<file path="src/rtl/uart_st_pkg.sv">
// Shared defaults for the UART Avalon-ST stream controller.
// Holds the default data width, FIFO depths, heartbeat period and heartbeat
// symbol, plus the enum that names the TX output register load source.
package uart_st_pkg;

    localparam int         DATA_W_DEF    = 8;
    localparam int         TX_DEPTH_DEF  = 16;
    localparam int         RX_DEPTH_DEF  = 16;
    localparam int         HB_PERIOD_DEF = 5_000_000;
    localparam logic [7:0] HB_CHAR_DEF   = 8'h41;

    // What the TX output register loads this cycle.
    typedef enum logic [1:0] {
        SRC_NONE = 2'd0,
        SRC_FIFO = 2'd1,
        SRC_HB   = 2'd2
    } tx_src_e;

endpackage

</file>
<file path="src/rtl/sync_fifo.sv">
// Single-clock show-ahead FIFO with occupancy output.
// Ports:
//   clk, reset_n            clock, async active-low reset (clears pointers/level/storage)
//   push_i / push_data_i    write request and data; ignored while full
//   pop_i                   read request; ignored while empty
//   head_o                  oldest entry (valid whenever empty_o is 0)
//   empty_o / full_o        status flags
//   level_o                 number of stored entries, 0..DEPTH
// DEPTH must be a power of two so the pointers wrap naturally.
module sync_fifo #(
    parameter int WIDTH = 8,
    parameter int DEPTH = 16
) (
    input  logic                       clk,
    input  logic                       reset_n,
    input  logic                       push_i,
    input  logic [WIDTH-1:0]           push_data_i,
    input  logic                       pop_i,
    output logic [WIDTH-1:0]           head_o,
    output logic                       empty_o,
    output logic                       full_o,
    output logic [$clog2(DEPTH+1)-1:0] level_o
);

    localparam int AW = (DEPTH > 1) ? $clog2(DEPTH) : 1;
    localparam int LW = $clog2(DEPTH + 1);

    logic [WIDTH-1:0] mem_q [DEPTH];
    logic [AW-1:0]    wr_ptr_q;
    logic [AW-1:0]    rd_ptr_q;
    logic [LW-1:0]    level_q;
    logic             push_ok;
    logic             pop_ok;

    assign full_o  = (level_q == LW'(DEPTH));
    assign empty_o = (level_q == '0);
    assign push_ok = push_i && !full_o;
    assign pop_ok  = pop_i && !empty_o;
    assign head_o  = mem_q[rd_ptr_q];
    assign level_o = level_q;

    always_ff @(posedge clk or negedge reset_n) begin
        if (!reset_n) begin
            wr_ptr_q <= '0;
            rd_ptr_q <= '0;
            level_q  <= '0;
            for (int i = 0; i < DEPTH; i++) begin
                mem_q[i] <= '0;
            end
        end else begin
            if (push_ok) begin
                mem_q[wr_ptr_q] <= push_data_i;
                wr_ptr_q        <= wr_ptr_q + AW'(1);
            end
            if (pop_ok) begin
                rd_ptr_q <= rd_ptr_q + AW'(1);
            end
            // Simultaneous push and pop leaves the level unchanged.
            case ({push_ok, pop_ok})
                2'b10:   level_q <= level_q + LW'(1);
                2'b01:   level_q <= level_q - LW'(1);
                default: level_q <= level_q;
            endcase
        end
    end

endmodule

</file>
<file path="src/rtl/uart_st_stream_ctrl.sv">
// UART stream controller: bridges a host write/read stream pair to a UART
// Avalon-ST transmit sink / receive source, with optional RX->TX echo and a
// periodic heartbeat symbol.
// Ports:
//   clk, reset_n                          clock, async active-low reset
//   i_hb_en                               heartbeat enable
//   i_echo_en                             route received symbols to the TX FIFO
//   i_wr_data/i_wr_valid/o_wr_ready       host write stream into TX FIFO
//   o_rd_data/o_rd_valid/i_rd_ready       host read stream out of RX FIFO (show-ahead)
//   o_tx_data/o_tx_valid/i_tx_ready       stream source to UART transmitter
//   i_rx_data/i_rx_valid/o_rx_ready       stream sink from UART receiver
//   o_tx_level/o_rx_level                 FIFO occupancy
//   o_tx_cnt                              completed TX handshakes, wraps at 16 bits
module uart_st_stream_ctrl
    import uart_st_pkg::*;
#(
    parameter int                DATA_W    = DATA_W_DEF,
    parameter int                TX_DEPTH  = TX_DEPTH_DEF,
    parameter int                RX_DEPTH  = RX_DEPTH_DEF,
    parameter int                HB_PERIOD = HB_PERIOD_DEF,
    parameter logic [DATA_W-1:0] HB_CHAR   = DATA_W'(HB_CHAR_DEF)
) (
    input  logic                          clk,
    input  logic                          reset_n,
    input  logic                          i_hb_en,
    input  logic                          i_echo_en,
    input  logic [DATA_W-1:0]             i_wr_data,
    input  logic                          i_wr_valid,
    output logic                          o_wr_ready,
    output logic [DATA_W-1:0]             o_rd_data,
    output logic                          o_rd_valid,
    input  logic                          i_rd_ready,
    output logic [DATA_W-1:0]             o_tx_data,
    output logic                          o_tx_valid,
    input  logic                          i_tx_ready,
    input  logic [DATA_W-1:0]             i_rx_data,
    input  logic                          i_rx_valid,
    output logic                          o_rx_ready,
    output logic [$clog2(TX_DEPTH+1)-1:0] o_tx_level,
    output logic [$clog2(RX_DEPTH+1)-1:0] o_rx_level,
    output logic [15:0]                   o_tx_cnt
);

    localparam int             HB_CW     = (HB_PERIOD > 2) ? $clog2(HB_PERIOD) : 1;
    localparam logic [HB_CW-1:0] HB_RELOAD = HB_CW'(HB_PERIOD - 1);

    // Holds readies low until the first clock edge after reset release.
    logic              ready_en_q;

    logic              tx_full, tx_empty, rx_full, rx_empty;
    logic [DATA_W-1:0] tx_head;
    logic              tx_push, tx_pop, rx_push, rx_pop;
    logic [DATA_W-1:0] tx_push_data;
    logic              wr_fire, rx_fire;

    logic              tx_valid_q, tx_valid_d;
    logic [DATA_W-1:0] tx_data_q, tx_data_d;
    tx_src_e           tx_src;
    logic              hb_load;

    logic [HB_CW-1:0]  hb_cnt_q, hb_cnt_d;
    logic              hb_pending_q, hb_pending_d;
    logic [15:0]       tx_cnt_q, tx_cnt_d;

    // Ready generation and write routing.
    assign o_wr_ready   = ready_en_q && !tx_full && !i_echo_en;
    assign o_rx_ready   = ready_en_q && (i_echo_en ? !tx_full : !rx_full);
    assign wr_fire      = i_wr_valid && o_wr_ready;
    assign rx_fire      = i_rx_valid && o_rx_ready;
    assign tx_push      = wr_fire || (rx_fire && i_echo_en);
    assign tx_push_data = i_echo_en ? i_rx_data : i_wr_data;
    assign rx_push      = rx_fire && !i_echo_en;
    assign o_rd_valid   = !rx_empty;
    assign rx_pop       = o_rd_valid && i_rd_ready;

    sync_fifo #(.WIDTH(DATA_W), .DEPTH(TX_DEPTH)) u_tx_fifo (
        .clk         (clk),
        .reset_n     (reset_n),
        .push_i      (tx_push),
        .push_data_i (tx_push_data),
        .pop_i       (tx_pop),
        .head_o      (tx_head),
        .empty_o     (tx_empty),
        .full_o      (tx_full),
        .level_o     (o_tx_level)
    );

    sync_fifo #(.WIDTH(DATA_W), .DEPTH(RX_DEPTH)) u_rx_fifo (
        .clk         (clk),
        .reset_n     (reset_n),
        .push_i      (rx_push),
        .push_data_i (i_rx_data),
        .pop_i       (rx_pop),
        .head_o      (o_rd_data),
        .empty_o     (rx_empty),
        .full_o      (rx_full),
        .level_o     (o_rx_level)
    );

    // TX output register: loads only when empty or being consumed, so a
    // presented symbol stays stable until its handshake. FIFO data wins over
    // a pending heartbeat.
    always_comb begin
        tx_src     = SRC_NONE;
        tx_valid_d = tx_valid_q;
        tx_data_d  = tx_data_q;
        if (!tx_valid_q || i_tx_ready) begin
            if (!tx_empty) begin
                tx_src     = SRC_FIFO;
                tx_valid_d = 1'b1;
                tx_data_d  = tx_head;
            end else if (hb_pending_q) begin
                tx_src     = SRC_HB;
                tx_valid_d = 1'b1;
                tx_data_d  = HB_CHAR;
            end else begin
                tx_valid_d = 1'b0;
            end
        end
    end

    assign tx_pop  = (tx_src == SRC_FIFO);
    assign hb_load = (tx_src == SRC_HB);

    // Heartbeat down-counter; a tick while one is already pending is absorbed.
    always_comb begin
        hb_cnt_d     = hb_cnt_q;
        hb_pending_d = hb_pending_q && !hb_load;
        if (!i_hb_en) begin
            hb_cnt_d     = HB_RELOAD;
            hb_pending_d = 1'b0;
        end else if (hb_cnt_q == '0) begin
            hb_cnt_d     = HB_RELOAD;
            hb_pending_d = 1'b1;
        end else begin
            hb_cnt_d = hb_cnt_q - HB_CW'(1);
        end
    end

    assign tx_cnt_d = tx_cnt_q + {15'd0, (tx_valid_q && i_tx_ready)};

    always_ff @(posedge clk or negedge reset_n) begin
        if (!reset_n) begin
            ready_en_q   <= 1'b0;
            tx_valid_q   <= 1'b0;
            tx_data_q    <= '0;
            hb_cnt_q     <= HB_RELOAD;
            hb_pending_q <= 1'b0;
            tx_cnt_q     <= '0;
        end else begin
            ready_en_q   <= 1'b1;
            tx_valid_q   <= tx_valid_d;
            tx_data_q    <= tx_data_d;
            hb_cnt_q     <= hb_cnt_d;
            hb_pending_q <= hb_pending_d;
            tx_cnt_q     <= tx_cnt_d;
        end
    end

    assign o_tx_valid = tx_valid_q;
    assign o_tx_data  = tx_data_q;
    assign o_tx_cnt   = tx_cnt_q;

endmodule
</file>
<file path="config.mk">
export PLATFORM = sky130hd
export DESIGN_NAME = uart_st_stream_ctrl
export DESIGN_NICKNAME = d
export VERILOG_FILES = /design/src/rtl/uart_st_pkg.sv /design/src/rtl/sync_fifo.sv /design/src/rtl/uart_st_stream_ctrl.sv
export SDC_FILE = /design/constraint.sdc
export NUM_CORES = 1
export LEC_CHECK = 0
export ABC_AREA = 1
export CAP_MARGIN = 30
export CELL_PAD_IN_SITES_DETAIL_PLACEMENT = 1
export CELL_PAD_IN_SITES_GLOBAL_PLACEMENT = 1
export CORE_MARGIN = 3
export CORE_UTILIZATION = 50
export CTS_CLUSTER_DIAMETER = 120
export CTS_CLUSTER_SIZE = 8
export DETAILED_ROUTE_END_ITERATION = 12
export PLACE_DENSITY = 0.94
export SLEW_MARGIN = 5
export SYNTH_ARGS = -nofsm -noshare
export SYNTH_HDL_FRONTEND = slang
export SYNTH_SLANG_ARGS = --single-unit
</file>
<file path="constraint.sdc">
create_clock -name clk -period 5.4 [get_ports clk]
set_input_delay 1.35 -clock clk [delete_from_list [all_inputs] [get_ports clk]]
set_output_delay 1.35 -clock clk [all_outputs]
set_load 0.01 [all_outputs]
</file>
==> results of run 1 <==
==> power breakdown <==
part	internal [W]	switching [W]
sequential	0.00327	0.000694
combinational	0.00138	0.00273
clock	0.00162	0.00110
total	0.00628	0.00452
==> path summary, 6_finish.rpt <==
check                                                   from                                to
max                        u_rx_fifo.rd_ptr_q[0]$_DFFE_PN0P_                      o_rd_data[4]
min                                    hb_cnt_q[0]$_DFF_PN1_             hb_cnt_q[0]$_DFF_PN1_
max reg2reg                 u_tx_fifo.level_o[2]$_DFFE_PN0P_  u_tx_fifo.level_o[4]$_DFFE_PN0P_
min reg2reg                            hb_cnt_q[0]$_DFF_PN1_             hb_cnt_q[0]$_DFF_PN1_
max in group asynchronous                            reset_n   u_rx_fifo.mem_q[89]$_DFFE_PN0P_
min in group asynchronous                            reset_n   u_tx_fifo.mem_q[65]$_DFFE_PN0P_
==> stage by stage <==
step | setup slack (ps) | power [W] | hold WS, ps | utilization
floorplan | 1760 | 0.00632 | 429 | -
global placement | 1060 | 0.00749 | 438 | 0.533
detailed placement | 1000 | 0.00781 | 451 | 0.534
CTS | 793 | 0.0108 | 462 | 0.573
global route | 667 | 0.0114 | 474 | 0.575
finish | 757 | 0.0108 | 459 | 0.575
==> cell families after synthesis <==
logic type / after synthesis / share of synthesized area
AND/OR/NAND/NOR: 1086 / 0.292
multiplexers: 8 / 0.00477
buffers and inverters: 221 / 0.0673
flip-flops: 332 / 0.496
other: 1 / 0.000223
XOR/XNOR: 46 / 0.0240
AO/OA/AOI/OAI: 297 / 0.0994
adder cells (fa/ha/maj): 21 / 0.0161
==> critical path: stages (launching register included) <==
cell             delay, ps
dfrtp_2                400
inv_2                  580
buf_4                  400
o21ai_0                150
o221ai_1               300
nand3_1                220
nand2_1                120
clkdlybuf4s50_1        530
==> layout by cell type, fill, tap and decap left out, drive strengths merged <==
cell,netlist,final
clkbuf,70,55
nand3,91,91
ha,20,20
clkinv,3,5
a21boi,1,1
o31ai,1,1
xnor2,16,16
dfrtp,319,319
buf,59,35
inv,89,89
bufinv,0,1
a31oi,1,1
and2,1,1
conb,1,1
nor4,1,1
o211ai,34,34
o22ai,4,4
o221ai,22,22
o21ai,229,229
nand3b,3,3
xor2,30,30
o21a,1,1
nor3,5,5
diode,0,2
nor2,211,211
mux2i,8,8
fa,1,1
clkdlybuf4s50,0,68
dfstp,13,13
nand2,614,614
or2,5,5
a21oi,4,4
nand4,155,155
==> metal layers <==
layer,part of all wire,vias up
met5,0.00023,-
met1,0.39,7804
met2,0.49,751
li1,-,6737
met3,0.064,243
met4,0.054,2
==> layout make-up <==
type	count	area [µm²]
Multi-Input combinational cell	1459	7330
Tap cell	442	553
Timing Repair Buffer	103	990
Fill cell	3893	13900
Antenna cell	2	5.00
Inverter	92	348
Clock buffer	55	1230
Sequential cell	332	8330
Clock inverter	3	55.1
==> sequential cells by signal, summed over array words and instances, names as in the netlist <==
name,flops
u_tx_fifo.wr_ptr_q,4
u_tx_fifo.level_o,5
o_tx_data,8
u_tx_fifo.mem_q,128
ready_en_q,1
o_tx_valid,1
hb_pending_q,1
u_rx_fifo.mem_q,128
hb_cnt_q,23
o_tx_cnt,16
u_rx_fifo.level_o,5
u_rx_fifo.wr_ptr_q,4
u_tx_fifo.rd_ptr_q,4
u_rx_fifo.rd_ptr_q,4
==> flow_summary.json, run 1 <==
{
  "cp_max_fo": 41,
  "hold_path.class": "register to register",
  "grt.busiest_layer": "met2",
  "synth_cells": 2012,
  "cp-end-kind": "output port",
  "grt_pass1_wl_um": 93000,
  "yosysWarnings": 0,
  "clock_path_buffers": 3,
  "cts_buffers": 47,
  "place_area_um2": 17500,
  "use_met2": 0.541,
  "antenna_found_initial": 2,
  "clock_latency_ps": 560,
  "fmax_mhz": 215,
  "start_util": 0.512,
  "layout-drive-gt1-share": 0.0714,
  "grt_overflow": 0,
  "syn_nets": 2057,
  "dr.pass1.iters": 6,
  "status": "completed",
  "synth_commonest_cells": "nand2_1 (598), dfrtp_1 (319), nor2_1 (200)",
  "max_cap_violations": 0,
  "seq_area_frac_synth": 0.496,
  "fin_nets": 2080,
  "numPortBuffers": 69,
  "die-area_um2": 35800,
  "synth_top_cell_area_share": 0.476,
  "fin_crit_sh": 0.860,
  "power_density_nw_per_um2": 573,
  "critPathRequiredTime_ps": 4050,
  "hpwl_um": 34000,
  "ios": 70,
  "whs_path_depth": 1,
  "vias": 15537,
  "synth_top_area_cell": "dfrtp_1",
  "grt_use_met3": 0.0546,
  "synth_cell_types": 42,
  "die_h_um": 189,
  "cts_root_buf": "clkbuf_16",
  "fin_crit_ps": 4640,
  "ys.flop_type": "dfrtp_1",
  "fin_cells": 2488,
  "worst_setup_path_start_kind": "register",
  "finClkSkew_ps": 22.6,
  "htree_levels": 2,
  "worstRegToRegCells": 15,
  "grt_usage": 0.323,
  "finalWirelength_um": 57700,
  "slew_headroom": 0.234,
  "ir_worst_vdd_v": 0.000336,
  "worstSetupPathType": "register to output port",
  "yosys_register_bits": 332,
  "yosysMostFrequentCell": "nand2_1",
  "finalHoldViolCount": 0,
  "die_w_um": 189,
  "cp.arrival_ps": 3290,
  "synth_area_per_cell_um2": 8.34,
  "post_cts_buffers": 0,
  "reg2reg_setup_slack_ps": 2270,
  "cts_hold_buffers": 0,
  "slew_viol_final": 0,
  "path_clk_slew_ps": 50,
  "drc": 0,
  "synthTopCellsByArea": "dfrtp_1 (48%), nand2_1 (13%), o21ai_0 (5.7%)",
  "synth_edf_count": 0,
  "grt_start_max_net_pins": 127,
  "p_leak_nw": 9.14,
  "rsz0062_at_grt": "no",
  "setup_violations": 0,
  "post-route-cell-area_um2": 18800,
  "antenna_left": 0,
  "viasPerCell": 6.24,
  "ctsResizeCount": 0,
  "dpl.cell_count": 2425,
  "core_um2": 32800,
  "routedWlPerCell_um": 23.2,
  "worstMarginPinSlew_ps": 1150,
  "clock_sinks": 332,
  "area.growth.synth_to_final_pct": 12.3,
  "drtIter0Drc": 1533,
  "place.gp.congestion": 0.853,
  "fp-row-count": 66,
  "grt_pass1_vias": 16818,
  "synth_area_um2": 16800,
  "cts_tree": "built",
  "tns_ps": 0,
  "use_met1": 0.404,
  "synthArstFlopShare": 1.00
}
No activity file was read; power rests on OpenSTA's default activity.
==> run 2: changes to the inputs <==
- clock period: 5.4 -> 6 ns (I/O delays scaled with it)
==> flow_summary.json, run 2 (same netlist as run 1, synthesis figures left out) <==
{
  "antenna_left": 0,
  "slew_viol_final": 0,
  "worstSetupPathType": "input port to output port",
  "finalWirelength_um": 57300,
  "routedWlPerCell_um": 23.1,
  "cts_root_buf": "clkbuf_16",
  "place.gp.congestion": 0.851,
  "slew_headroom": 0.284,
  "cp_max_fo": 48,
  "fmax_mhz": 199,
  "dpl.cell_count": 2419,
  "worstMarginPinSlew_ps": 1070,
  "fin_crit_sh": 0.837,
  "die-area_um2": 35800,
  "dpl_worst_slack_ps": 996,
  "final_cell_mix": "nand2_1 (598), dfrtp_1 (317), nor2_1 (200)",
  "setup_violations": 0,
  "worst_slack_ps": 977,
  "fin_nets": 2079,
  "post-route-cell-area_um2": 18900,
  "clock_path_buffers": 3,
  "antenna_cells": 0,
  "dr.pass1.iters": 6,
  "die_w_um": 189,
  "rsz0062_at_grt": "no",
  "area.growth.synth_to_final_pct": 12.8,
  "crit_top_cell": "clkdlybuf4s50_1",
  "clock_latency_ps": 560,
  "vias": 15463,
  "slowest_delay_ps": 600,
  "path_clk_slew_ps": 50,
  "drc": 0,
  "n_fill_cell": 3875,
  "p_leak_nw": 9.18,
  "ctsResizeCount": 0,
  "finClkSkew_ps": 22.2,
  "grt_overflow": 0,
  "final_common_cell": "nand2_1",
  "multi_input_area_um2": 7330,
  "layout-drive-gt1-share": 0.0710,
  "antenna_found_initial": 0,
  "ir_worst_vdd_v": 0.000365,
  "hpwl_um": 33500,
  "core_um2": 32800,
  "clock_sinks": 332,
  "status": "completed",
  "grt_pass1_wl_um": 91500,
  "cts_tree": "built",
  "whs_ps": 455,
  "worst_setup_path_start_kind": "input port",
  "cts_hold_buffers": 0,
  "numPortBuffers": 69,
  "post_cts_buffers": 0,
  "cp.arrival_ps": 3520,
  "cp_slowest_cell": "clkdlybuf4s50_1",
  "cp-end-kind": "output port",
  "max_cap_violations": 0,
  "critPathRequiredTime_ps": 4500,
  "hold_path.class": "register to register",
  "tns_ps": 0,
  "finalHoldViolCount": 0,
  "place_area_um2": 17500,
  "fp-row-count": 66,
  "worst-path-buf-inv": 5,
  "fin_crit_ps": 5020,
  "cp_cell_sequence": "clkdlybuf4s50_1 > inv_4 > buf_4 > nand3_1 > inv_1 > clkdlybuf4s50_1",
  "ios": 70,
  "cts_buffers": 47,
  "grt_start_max_net_pins": 123,
  "die_h_um": 189,
  "power_density_nw_per_um2": 516,
  "final-seq-area_um2": 8330,
  "largest_registers": "u_rx_fifo.mem_q x128, u_tx_fifo.mem_q x128, hb_cnt_q x23",
  "grt_usage": 0.318,
  "grt_pass1_vias": 16620,
  "start_util": 0.512,
  "fin_cells": 2485,
  "htree_levels": 2,
  "drtIter0Drc": 1563,
  "viasPerCell": 6.22,
  "cp_top_family": "buffers and inverters"
}
-- run 2: cell types whose count changed in the layout (fill, tap and decap cells not counted), sizes merged --
cell / change
clkinv: -2
diode: -2
buf: -1
clkbuf: +1
inv: +1
-- run 2: stage by stage --
| stage | total power (W) | utilization |
|---|---|---|
| 3_5_place_dp | 0.00702 | 0.534 |
| 2_1_floorplan | 0.00569 | - |
| 4_1_cts | 0.00966 | 0.574 |
| 3_3_place_gp | 0.00673 | 0.532 |
| 5_1_grt | 0.0103 | 0.577 |
| 6_report | 0.00976 | 0.577 |
-- run 2: routing by layer --
metal  track usage  wire length, µm  vias up  share of wire
met5             0                0        -              0
met4         0.159             2980        0          0.052
met3        0.0463             3970      226          0.069
met2         0.541            28000      710           0.49
met1         0.397            22300     7778           0.39
li1              -                -     6749              -
-- run 2: final timing paths --
path	cells after the start	end	start	slack (ps)
hold / removal	1	hb_cnt_q[0]$_DFF_PN1_	hb_cnt_q[0]$_DFF_PN1_	460
hold reg to reg	1	hb_cnt_q[0]$_DFF_PN1_	hb_cnt_q[0]$_DFF_PN1_	460
setup reg to reg	11	o_tx_data[4]$_DFFE_PN0P_	u_tx_fifo.rd_ptr_q[0]$_DFFE_PN0P_	2890
max in group asynchronous	2	u_rx_fifo.rd_ptr_q[0]$_DFFE_PN0P_	reset_n	3860
min in group asynchronous	1	u_tx_fifo.mem_q[73]$_DFFE_PN0P_	reset_n	920
setup / recovery	6	o_wr_ready	i_echo_en	980
-- run 2: power breakdown --
group          internal [W]  total, W  switching, W  leakage, nW
Sequential          0.00294   0.00354      0.000598         4.35
Clock               0.00149   0.00248      0.000989        0.636
Combinational       0.00128   0.00374       0.00247         4.20
-- run 2: worst reg2reg max path, delay by kind of cell (launching register included) --
family	cells	cell delay, ps
compound gates	1	140
flops	1	350
simple gates	7	650
buf+inv	3	1870
-- run 2: area by class of cell --
class,instances,area share
sequential,332,0.440
multi-input combinational,1459,0.387
clock buffer,56,0.0662
timing repair buffer,102,0.0564
tap,442,0.0292
inverter,92,0.0184
clock inverter,2,0.00264
==> run 3: changes to the inputs <==
- CORE_UTILIZATION: 50 -> 42
- PLACE_DENSITY: 0.94 -> 0.85
- clock period: 6 -> 4.2 ns (I/O delays scaled with it)
==> flow_summary.json, run 3 (same netlist as run 1, synthesis figures left out) <==
{
  "htree_levels": 2,
  "worst_setup_path_start_kind": "register",
  "r2r_start": "u_tx_fifo.level_o[2]$_DFFE_PN0P_",
  "antenna_left": 0,
  "slew_headroom": 0.338,
  "fin_crit_ps": 4030,
  "worstSetupPathType": "register to output port",
  "rsz0062_at_grt": "no",
  "cp_max_fo": 21,
  "drc": 0,
  "hold_path.class": "register to register",
  "grt_start_max_net_pins": 125,
  "post_cts_buffers": 0,
  "setup_violations": 0,
  "p_total_w": 0.0136,
  "p_leak_nw": 9.22,
  "multi_input_area_um2": 7330,
  "final-seq-area_um2": 8330,
  "die_w_um": 206,
  "clock_path_buffers": 3,
  "whs_path_depth": 1,
  "final_common_cell": "nand2_1",
  "cts_root_buf": "clkbuf_16",
  "area.growth.synth_to_final_pct": 13.6,
  "tns_ps": 0,
  "clock_sinks": 332,
  "fmax_mhz": 248,
  "hp-start": "hb_cnt_q[0]$_DFF_PN1_",
  "place.gp.congestion": 0.874,
  "grt_overflow": 0,
  "grt_pass1_wl_um": 85400,
  "largest_registers": "u_rx_fifo.mem_q x128, u_tx_fifo.mem_q x128, hb_cnt_q x23",
  "dpl_worst_slack_ps": 153,
  "startpoint": "u_rx_fifo.rd_ptr_q[0]$_DFFE_PN0P_",
  "final_cell_mix": "nand2_1 (598), dfrtp_1 (317), nor2_1 (200)",
  "fp-row-count": 72,
  "antenna_found_initial": 1,
  "slew_viol_final": 0,
  "finClkSkew_ps": 14.2,
  "grt_usage": 0.253,
  "fin_nets": 2097,
  "viasPerCell": 5.75,
  "fin_crit_sh": 0.959,
  "critPathRequiredTime_ps": 3150,
  "dr.pass1.iters": 5,
  "hpwl_um": 33300,
  "reg2reg_setup_slack_ps": 1130,
  "ir_worst_vdd_v": 0.000350,
  "ctsResizeCount": 0,
  "finalWirelength_um": 52700,
  "layout-drive-gt1-share": 0.0786,
  "die_h_um": 206,
  "core_um2": 39100,
  "cp.arrival_ps": 2980,
  "vias": 14840,
  "cts_hold_buffers": 0,
  "routedWlPerCell_um": 20.4,
  "drtIter0Drc": 987,
  "ios": 70,
  "cts_buffers": 47,
  "cts_tree": "built",
  "status": "completed",
  "start_util": 0.429,
  "finalHoldViolCount": 0,
  "die-area_um2": 42400,
  "clock_latency_ps": 570,
  "worst_slack_ps": 173,
  "max_cap_violations": 0,
  "grt_pass1_vias": 15883,
  "cp-end-kind": "output port",
  "worstMarginPinSlew_ps": 992,
  "path_clk_slew_ps": 50,
  "antenna_cells": 0,
  "worstRegToRegCells": 15,
  "power_density_nw_per_um2": 715,
  "n_fill_cell": 4683,
  "numPortBuffers": 69
}
run 3: changes by cell type in the layout (fill, tap and decap cells not counted), sizes merged:
cell    previous run  this run
buf               34        52
clkinv             3         5
inv               90        89
run 3: per-stage QoR:
stage,util,instances,area (µm²),hold WS (ps)
floorplan,-,2012,16800,429
global placement,0.454,2521,17800,436
detailed placement,0.454,2521,17800,440
CTS,0.487,2580,19100,452
global route,0.487,2580,19100,473
finish,0.487,2580,19100,448
run 3: per-layer routing:
layer  wire length [µm]  global-route usage
met1              22400               0.328
met2              25200               0.417
met3               3020              0.0454
met4               2000               0.113
met5                 11                   0
run 3: worst max-delay path, cell delays in order, from the launching register on:
cell and delay, ps:
dfrtp_2 410, inv_2 300, buf_4 260, nor2_1 60
nor2_1 90, o21ai_0 170, o211ai_1 180, o211ai_1 230
nand2_1 150, clkdlybuf4s50_1 560
run 3: path summary, 6_finish.rpt:
check | to
setup / recovery | o_rd_data[1]
hold / removal | hb_cnt_q[0]$_DFF_PN1_
setup reg to reg | u_rx_fifo.level_o[4]$_DFFE_PN0P_
hold reg to reg | hb_cnt_q[0]$_DFF_PN1_
max in group asynchronous | o_tx_cnt[14]$_DFF_PN0_
min in group asynchronous | u_tx_fifo.mem_q[73]$_DFFE_PN0P_
run 3: final cells by class:
class / instances / share of cell area
Tap cell: 518 / 0.0340
Timing Repair Buffer: 120 / 0.0586
Sequential cell: 332 / 0.437
Clock buffer: 56 / 0.0646
Clock inverter: 3 / 0.00289
Multi-Input combinational cell: 1459 / 0.385
Inverter: 92 / 0.0183
run 3: where the power goes:
group          internal (W)  total, W  switching (W)
Combinational       0.00182   0.00522        0.00340
Sequential          0.00421   0.00492       0.000709
Clock               0.00209   0.00349        0.00140
